### src/rtl/hb3_pkg.sv
// Shared types and constants for the HB3 motor emulator.
// Quadrature Gray codes are stored as {enc_a, enc_b}.
package hb3_pkg;

    localparam int DUTY_W = 8;

    typedef enum logic [1:0] {
        STOPPED = 2'd0,
        RUN     = 2'd1,
        BRAKE   = 2'd2
    } motor_state_e;

    localparam logic [1:0] QUAD_0 = 2'b00;
    localparam logic [1:0] QUAD_1 = 2'b01;
    localparam logic [1:0] QUAD_2 = 2'b11;
    localparam logic [1:0] QUAD_3 = 2'b10;

    function automatic logic [1:0] quad_next(
        input logic [1:0] q,
        input logic       rev
    );
        logic [1:0] n;
        n = QUAD_0;
        unique case (q)
            QUAD_0: n = rev ? QUAD_3 : QUAD_1;
            QUAD_1: n = rev ? QUAD_0 : QUAD_2;
            QUAD_2: n = rev ? QUAD_1 : QUAD_3;
            QUAD_3: n = rev ? QUAD_2 : QUAD_0;
        endcase
        return n;
    endfunction

endpackage

### src/rtl/hb3_motor_emulator_quad_encoder_gen.sv
// NCO-driven quadrature encoder: step rate = speed * f_clk / 2^ACC_W.
// The carry is registered, so A/B and position move the cycle after it.
module quad_encoder_gen
    import hb3_pkg::*;
#(
    parameter int ACC_W = 20
) (
    input  logic              clk,
    input  logic              resetN,
    input  logic [DUTY_W-1:0] speed,
    input  logic              dir,
    output logic              enc_a,
    output logic              enc_b,
    output logic [31:0]       position
);

    logic [ACC_W-1:0] acc;
    logic [ACC_W:0]   sum;
    logic             step_q;
    logic [1:0]       quad;

    assign sum = {1'b0, acc} + {{(ACC_W + 1 - DUTY_W){1'b0}}, speed};

    always_ff @(posedge clk) begin
        if (!resetN) begin
            acc      <= '0;
            step_q   <= 1'b0;
            quad     <= QUAD_0;
            position <= '0;
        end else begin
            step_q <= 1'b0;
            if (speed != '0) begin
                acc    <= sum[ACC_W-1:0];
                step_q <= sum[ACC_W];
            end
            if (step_q) begin
                quad     <= quad_next(quad, dir);
                position <= dir ? position - 32'd1 : position + 32'd1;
            end
        end
    end

    assign enc_a = quad[1];
    assign enc_b = quad[0];

endmodule

### src/rtl/hb3_motor_emulator.sv
// DC motor + quadrature encoder emulator driven by Pmod HB3 PWM/DIR pins.
// Duty is measured per window, ramped with inertia, then fed to an NCO.
module hb3_motor_emulator
    import hb3_pkg::*;
#(
    parameter int WIN_LOG2 = 16,
    parameter int RAMP_DIV = 1024,
    parameter int ACC_W    = 20
) (
    input  logic              clk,
    input  logic              resetN,
    input  logic              enable,
    input  logic              pwm_in,
    input  logic              dir_in,
    output logic              enc_a,
    output logic              enc_b,
    output logic [DUTY_W-1:0] duty_meas,
    output logic [DUTY_W-1:0] speed,
    output logic              dir_active,
    output logic [31:0]       position
);

    localparam int RW = (RAMP_DIV > 1) ? $clog2(RAMP_DIV) : 1;

    logic [1:0]          pwm_sync;
    logic [1:0]          dir_sync;
    logic                pwm_s;
    logic                dir_s;
    logic [WIN_LOG2-1:0] win_cnt;
    logic [WIN_LOG2:0]   high_cnt;
    logic [WIN_LOG2:0]   high_final;
    logic [WIN_LOG2:0]   duty_shift;
    logic                win_last;
    logic [RW-1:0]       ramp_cnt;
    logic                tick;
    logic [DUTY_W-1:0]   target;
    motor_state_e        state;

    always_ff @(posedge clk) begin
        if (!resetN) begin
            pwm_sync <= '0;
            dir_sync <= '0;
        end else begin
            pwm_sync <= {pwm_sync[0], pwm_in};
            dir_sync <= {dir_sync[0], dir_in};
        end
    end

    assign pwm_s = pwm_sync[1];
    assign dir_s = dir_sync[1];

    // The final window cycle is folded in combinationally before scaling.
    assign win_last   = &win_cnt;
    assign high_final = high_cnt + {{WIN_LOG2{1'b0}}, pwm_s};
    assign duty_shift = high_final >> (WIN_LOG2 - 8);

    always_ff @(posedge clk) begin
        if (!resetN) begin
            win_cnt   <= '0;
            high_cnt  <= '0;
            duty_meas <= '0;
        end else begin
            win_cnt <= win_cnt + 1'b1;
            if (win_last) begin
                high_cnt  <= '0;
                duty_meas <= (|duty_shift[WIN_LOG2:8]) ? 8'hFF
                                                       : duty_shift[7:0];
            end else begin
                high_cnt <= high_final;
            end
        end
    end

    assign tick = (ramp_cnt == RW'(RAMP_DIV - 1));

    always_ff @(posedge clk) begin
        if (!resetN) begin
            ramp_cnt <= '0;
        end else if (tick) begin
            ramp_cnt <= '0;
        end else begin
            ramp_cnt <= ramp_cnt + 1'b1;
        end
    end

    assign target = enable ? duty_meas : '0;

    always_ff @(posedge clk) begin
        if (!resetN) begin
            state      <= STOPPED;
            speed      <= '0;
            dir_active <= 1'b0;
        end else begin
            unique case (state)
                STOPPED: begin
                    dir_active <= dir_s;
                    if (target != '0) state <= RUN;
                end
                RUN: begin
                    if (dir_s != dir_active) begin
                        state <= BRAKE;
                        if (tick && speed != '0) speed <= speed - 8'd1;
                    end else begin
                        if (tick) begin
                            if (speed < target) speed <= speed + 8'd1;
                            else if (speed > target) speed <= speed - 8'd1;
                        end
                        if (speed == '0 && target == '0) state <= STOPPED;
                    end
                end
                BRAKE: begin
                    if (tick && speed != '0) speed <= speed - 8'd1;
                    if (speed == '0) state <= STOPPED;
                end
                default: state <= STOPPED;
            endcase
        end
    end

    quad_encoder_gen #(
        .ACC_W(ACC_W)
    ) u_quad (
        .clk     (clk),
        .resetN  (resetN),
        .speed   (speed),
        .dir     (dir_active),
        .enc_a   (enc_a),
        .enc_b   (enc_b),
        .position(position)
    );

endmodule

### config.mk
export PLATFORM = sky130hd
export DESIGN_NAME = hb3_motor_emulator
export DESIGN_NICKNAME = d
export VERILOG_FILES = /design/src/rtl/hb3_pkg.sv /design/src/rtl/hb3_motor_emulator_quad_encoder_gen.sv /design/src/rtl/hb3_motor_emulator.sv
export SDC_FILE = /design/constraint.sdc
export NUM_CORES = 1
export LEC_CHECK = 0
export CORE_ASPECT_RATIO = 0.8
export CORE_MARGIN = 8
export CORE_UTILIZATION = 25
export CTS_BUF_LIST = sky130_fd_sc_hd__clkbuf_4 sky130_fd_sc_hd__clkbuf_8 sky130_fd_sc_hd__clkbuf_16
export DETAILED_ROUTE_END_ITERATION = 6
export GPL_TIMING_DRIVEN = 0
export PLACE_DENSITY = 0.52
export SYNTH_ARGS = -nofsm -noshare
export SYNTH_HDL_FRONTEND = slang
export SYNTH_SLANG_ARGS = --single-unit
### constraint.sdc
create_clock -name clk -period 9.95 [get_ports clk]
set_clock_uncertainty 0.15 [all_clocks]
set_input_delay 0.995 -clock clk [delete_from_list [all_inputs] [get_ports clk]]
set_output_delay 0.995 -clock clk [all_outputs]
set_load 0.005 [all_outputs]
==> metrics.yaml, run 1 <==
viasPerCell: 4.779
post_cts_buffers: 0
fin_crit_ns: 3.605
report.final.slew_viol_count: 0
nNetsFinal: 993
first_global_vias: 5940
drt_iter0_drc: 416
clockBufferDepth: 2
wl_um: 19350
syn_inst: 858
final_cell_mix: "120 x dfxtp_1, 117 x nor2_1, 77 x nand2_1, 68 x a21oi_1, 56 x ha_1"
fmax_mhz: 277.4
max_cap_violations: 0
synthXorXnorAreaFrac: 0.08989
ir_worst_vdd_uv: 104.6
netlist_area_um2: 7113
io_buffers: 53
p_per_area_nw_per_um2: 150.4
path_class: "reg -> reg"
cts_htree_levels: 4
critPathSlowestCell: "dfxtp_2"
yosys-mux-area-fraction: 0.02533
crit_chain: "ha_1 > a21o_2 > a221o_1 > a21oi_1 > o2111ai_1 > a211oi_1 > a21oi_1 > xnor2_1 > o22ai_1"
maxSlewHeadroom: 0.3716
core_area_um2: 28150
crit_top_cell: "a21oi_1"
ys_ff_latch: 121
rsz0062_at_grt: "no"
required_ns: 10.09
synth_edf_count: 0
gp_routability_congestion: 0.8075
crit_path_max_fanout: 33
synth_top_cell_by_area: "dfxtp_1"
root_buffer: "clkbuf_16"
dp_hpwl_um: 14240
hold_class: "reg -> reg"
synth_compound_area_frac: 0.1787
yosys-top-cells-area: "dfxtp_1 34%, ha_1 9.9%, nor2_1 6.2%"
die_h_um: 166.9
ys_types: 68
leakage_nw: 3.346
fin_tns_setup_ns: 0
synthArstFlopShare: 0
gr-total-overflow: 0
synth_top_area_frac: 0.3405
hold_buffers: 0
drc: 0
slowest_delay_ns: 0.89
tightest_slew_ns: 0.9426
setup_viol: 0
die-area_um2: 34140
synth_top_family_by_area: "simple AND/OR/NAND/NOR gates"
clk_latency_ns: 0.42
syn_nets: 921
synth-simple-area-share: 0.2259
avgSynthCellArea_um2: 8.290
fin_cells: 1312
grt_util_all_layers: 0.1144
drive_above_1_share: 0.05520
syn_to_final_growth_pct: 21.74
min_period_over_period: 0.3623
start_kind: "register"
grt_first_pass_wirelength_um: 31860
wl_per_cell_um: 14.75
clk_pin_slew_ns: 0.06
status: "complete, no violations"
diodes: 0
final_common_cell: "dfxtp_1"
synth_ff_type: "dfxtp_1"
yosys_warnings: 0
critical_path_arrival_ns: 3.75
dp.cells: 1281
rows: 55
initial_core_util: 0.2527
ios: 56
ys_seq_area_frac: 0.3405
hold_ws_ns: 0.2753
cts.sinks: 121
antenna_found_initial: 1
hold_viol: 0
dr.pass1.iters: 5
tritoncts: "built"
vias: 6270
drtAntennaViolNets: 0
numCtsBuffers: 17
fin_util: 0.3077
dieWidth_um: 204.6
synth_fa_ha_area_frac: 0.1041
ctsResizeCount: 0
cp-end-kind: "register"
grt_max_degree: 34
synthesized netlist by cell type, types with 3 or more instances:
library cell,n
dfxtp_1,121
nor2_1,117
nand2_1,77
a21oi_1,68
ha_1,56
nand3_1,40
xnor2_1,39
o21ai_0,35
xor2_1,34
clkbuf_1,23
inv_1,22
mux2i_1,18
and3_1,17
nand4_1,17
a21o_1,16
nor3_1,15
and2_1,13
a211oi_1,11
or3_1,9
o22ai_1,7
or4_1,7
nor2b_1,6
nor4_1,5
o211ai_1,5
o21a_1,5
o21bai_1,5
a221oi_1,4
and4_1,4
o21ai_1,4
a311oi_1,3
a31oi_1,3
clkbuf_8,3
nand2b_1,3
o31ai_1,3
layer usage:
layer  vias to the layer above  share of wire  track usage
li1                       3223              -            -
met1                      2918           0.53       0.1645
met2                       112           0.41       0.1665
met3                        15          0.044      0.02734
met4                         2         0.0092      0.03095
met5                         -        0.00041            0
layout make-up:
class                   count  area (um^2)
fillers                  2998        19490
multi-input cells         682         4438
flip-flops and latches    121         2424
repair buffers             53        530.5
well taps                 370        462.9
clock buffers              17        425.4
plain buffers              31        162.7
clock inverters            14        126.4
inverters                  24        90.09
where the power goes:
group	switching [mW]	internal, mW	leakage, nW
Clock	0.240	0.343	0.269
Sequential	0.0181	0.497	0.978
Combinational	0.123	0.0817	2.10
Total	0.380	0.922	3.35
worst max-delay path, delay by kind of cell, from the launching register on:
family | cells | cell delay, ns
AOI/OAI and AO/OA | 7 | 1.86
xor gates and xnor gates | 1 | 0.15
adders and majority gates | 1 | 0.42
DFF | 1 | 0.89
final timing paths:
check,start,end,slack [ns],cells after the start
hold / removal,pwm_sync[0],pwm_sync[1],0.28,1
hold reg to reg,pwm_sync[0],pwm_sync[1],0.28,1
setup reg to reg,dir_active,u_quad.position[30],6.34,9
setup / recovery,dir_active,u_quad.position[30],6.34,9
flip-flops by register name, indices dropped and copies added, names as in the netlist:
signal           count
dir_active           1
dir_sync             2
duty_meas            8
high_cnt            17
pwm_sync             2
ramp_cnt            10
speed                8
state                2
u_quad.acc          20
u_quad.position     32
u_quad.quad          2
u_quad.step_q        1
win_cnt             16
logic make-up (layout without fill, tap and decap cells):
| logic type | count (synthesis) | count (layout) |
|---|---|---|
| and+or+nand+nor | 340 | 340 |
| AOI/OAI and AO/OA | 193 | 193 |
| DFF | 121 | 121 |
| xor gates and xnor gates | 73 | 73 |
| adders and majority gates | 58 | 58 |
| buffers and inverters | 55 | 139 |
| muxes | 18 | 18 |
per-stage QoR:
stage / total power, mW / instance area, um^2 / setup WS [ns]
global placement: 0.7286 / 8107 / 5.803
detailed placement: 0.7288 / 8108 / 6.182
floorplan: 0.6722 / 7113 / 6.485
finish: 1.302 / 8660 / 6.345
global route: 1.362 / 8660 / 6.139
CTS: 1.320 / 8660 / 6.355
No activity file was read; power rests on OpenSTA's default activity.
==> run 2, diff against run 1 <==
Settings changed: PLACE_DENSITY 0.52 to 0.53.
Clock period 9.95 ns to 3.23 ns, I/O delays scaled along.
==> metrics.yaml, run 2 (synthesized netlist as in run 1, its figures left out) <==
status: "complete, no violations"
intPower_mw: 2.876  # +210%
drc: 0  # unchanged
max_cap_violations: 0  # unchanged
p_sw_frac: 0.2865  # -0.005698
p_seq_frac: 0.392  # -0.004
finalPower_mw: 4.031  # +210%
cp-end-kind: "register"
ios: 56  # unchanged
viasPerCell: 4.801  # +0.47%
fin_crit_ns: 3.151  # -0.4544 ns
first_global_vias: 5990  # +0.84%
grt_first_pass_wirelength_um: 32050  # +0.58%
maxSlewHeadroom: 0.3948  # +0.02313
top_register: "u_quad.position"
start_kind: "register"
fmax_mhz: 317.4  # +14%
dieWidth_um: 204.6  # unchanged
p_per_area_nw_per_um2: 458.1  # +200%
wl_per_cell_um: 14.87  # +0.83%
setup_viol: 0  # unchanged
cts_htree_levels: 4  # unchanged
dr.pass1.iters: 5  # unchanged
gr-total-overflow: 0  # unchanged
cts.sinks: 121  # unchanged
io_buffers: 53  # unchanged
leakage_nw: 3.391  # +1.3%
min_period_over_period: 0.9755  # +0.6132
top_regs: "u_quad.position x32, u_quad.acc x20, high_cnt x17"
initial_core_util: 0.2527  # unchanged
fin_ws_ns: 0.07919  # -6.266 ns
critical_path_arrival_ns: 3.30  # -0.45 ns
core_area_um2: 28150  # unchanged
nNetsFinal: 1000  # +0.70%
drt_iter0_drc: 459  # +10%
comb_power_share: 0.161  # +0.004
clockBufferDepth: 2  # unchanged
final_common_cell: "dfxtp_1"
required_ns: 3.38  # -6.71 ns
clk_latency_ns: 0.42  # about the same
gp_routability_congestion: 0.8161  # +1.1%
die-area_um2: 34140  # unchanged
report.final.slew_viol_count: 0  # unchanged
diodes: 0  # unchanged
largest_reg_flops: 32  # unchanged
hold_viol: 0  # unchanged
fin_area_um2: 8801  # +1.6%
rows: 55  # unchanged
placed_area_um2: 8108  # unchanged
crit_path_max_fanout: 7  # -79%
final_cell_mix: "119 x dfxtp_1, 117 x nor2_1, 77 x nand2_1, 66 x a21oi_1, 55 x ha_1"
numCtsBuffers: 17  # unchanged
syn_to_final_growth_pct: 23.73
clk_pin_slew_ns: 0.05  # about the same
top_layer: "met5"
wl_met1_um: 10060  # -2.1%
wl_met2_um: 8278  # +3.1%
drtAntennaViolNets: 0  # unchanged
dp_hpwl_um: 14220  # -0.12%
place_ws_ns: -0.3488  # -6.531 ns
fin_util: 0.3127  # +0.005024
grt_max_degree: 19  # -44%
drive_above_1_share: 0.07278  # +0.01758
fillCellCount: 2947  # -1.7%
vias: 6328  # +0.93%
tightest_slew_ns: 0.9079  # -0.03469 ns
die_h_um: 166.9  # unchanged
root_buffer: "clkbuf_16"
antenna_found_initial: 1  # unchanged
power.switching_mw: 1.155  # +200%
tritoncts: "built"
hold_class: "reg -> reg"
wl_um: 19600  # +1.3%
ir_worst_vdd_uv: 337.2  # +220%
clkPwrFrac: 0.447  # about the same
path_class: "reg -> reg"
wl_met3_um: 1049  # +22%
grt_util_all_layers: 0.1153  # +0.0008635
run 2: cell types whose count changed in the layout (fill, tap and decap cells not counted), sizes merged:
cell      delta
buf          +7
clkinv       -5
clkinvlp     +3
clkbuf       +2
inv          -1
run 2: cell type report:
class,instances,area (um^2),share of cell area
clock buffer,19,452.9,0.05146
sequential,121,2427,0.2758
inverter,24,90.09,0.01024
timing repair buffer,60,619.3,0.07037
tap,370,462.9,0.05260
clock inverter,11,100.1,0.01137
buffer,31,163.9,0.01862
multi-input combinational,682,4484,0.5095
run 2: worst max-delay path, cell delays in order, from the launching register on:
cell,delay [ns]
dfxtp_4,0.37
buf_6,0.15
ha_1,0.39
a211oi_2,0.27
nor2_1,0.10
o311ai_2,0.35
o311ai_4,0.14
buf_4,0.18
a31o_4,0.25
a211oi_4,0.28
o21ai_0,0.12
a211o_1,0.27
run 2: layer usage:
layer / GRT usage / vias up
li1: - / 3219
met1: 0.1648 / 2972
met2: 0.1682 / 121
met3: 0.02695 / 14
met4: 0.03376 / 2
met5: 0 / -
run 2: worst paths after layout:
| check | startpoint | endpoint | slack [ns] | depth (start not counted) |
|---|---|---|---|---|
| worst max-delay path | dir_active | u_quad.position[25] | 0.08 | 11 |
| worst min-delay path | pwm_sync[0] | pwm_sync[1] | 0.28 | 1 |
| worst max register to register | dir_active | u_quad.position[25] | 0.08 | 11 |
| worst min register to register | pwm_sync[0] | pwm_sync[1] | 0.28 | 1 |
run 2: power groups by stage:
| stage | combinational (mW) | sequential [mW] | clock [mW] |
|---|---|---|---|
| after floorplan | 0.469 | 1.60 | 0 |
| after global placement | 0.622 | 1.62 | 0 |
| after detailed placement | 0.630 | 1.62 | 0 |
| after CTS | 0.641 | 1.59 | 1.86 |
| after global routing | 0.724 | 1.59 | 1.92 |
| final | 0.649 | 1.58 | 1.80 |
run 2: what timing repair did:
action | CTS | global route
pin swaps | 0 | 5
hold endpoints to repair | 0 | 0
hold buffers | 0 | 0
setup endpoints to repair | 18 | 14
setup buffers | 1 | 6
gates resized for setup | 4 | 11
run 2: per-stage QoR:
stage / TNS [ns] / cells / hold slack, ns
after CTS: 0 / 1312 / 0.2838
after global routing: -0.09553 / 1318 / 0.3191
after floorplan: 0 / 858 / 0.2619
after global placement: -2.665 / 1281 / 0.2653
after detailed placement: -2.640 / 1281 / 0.2699
final: 0 / 1318 / 0.2811
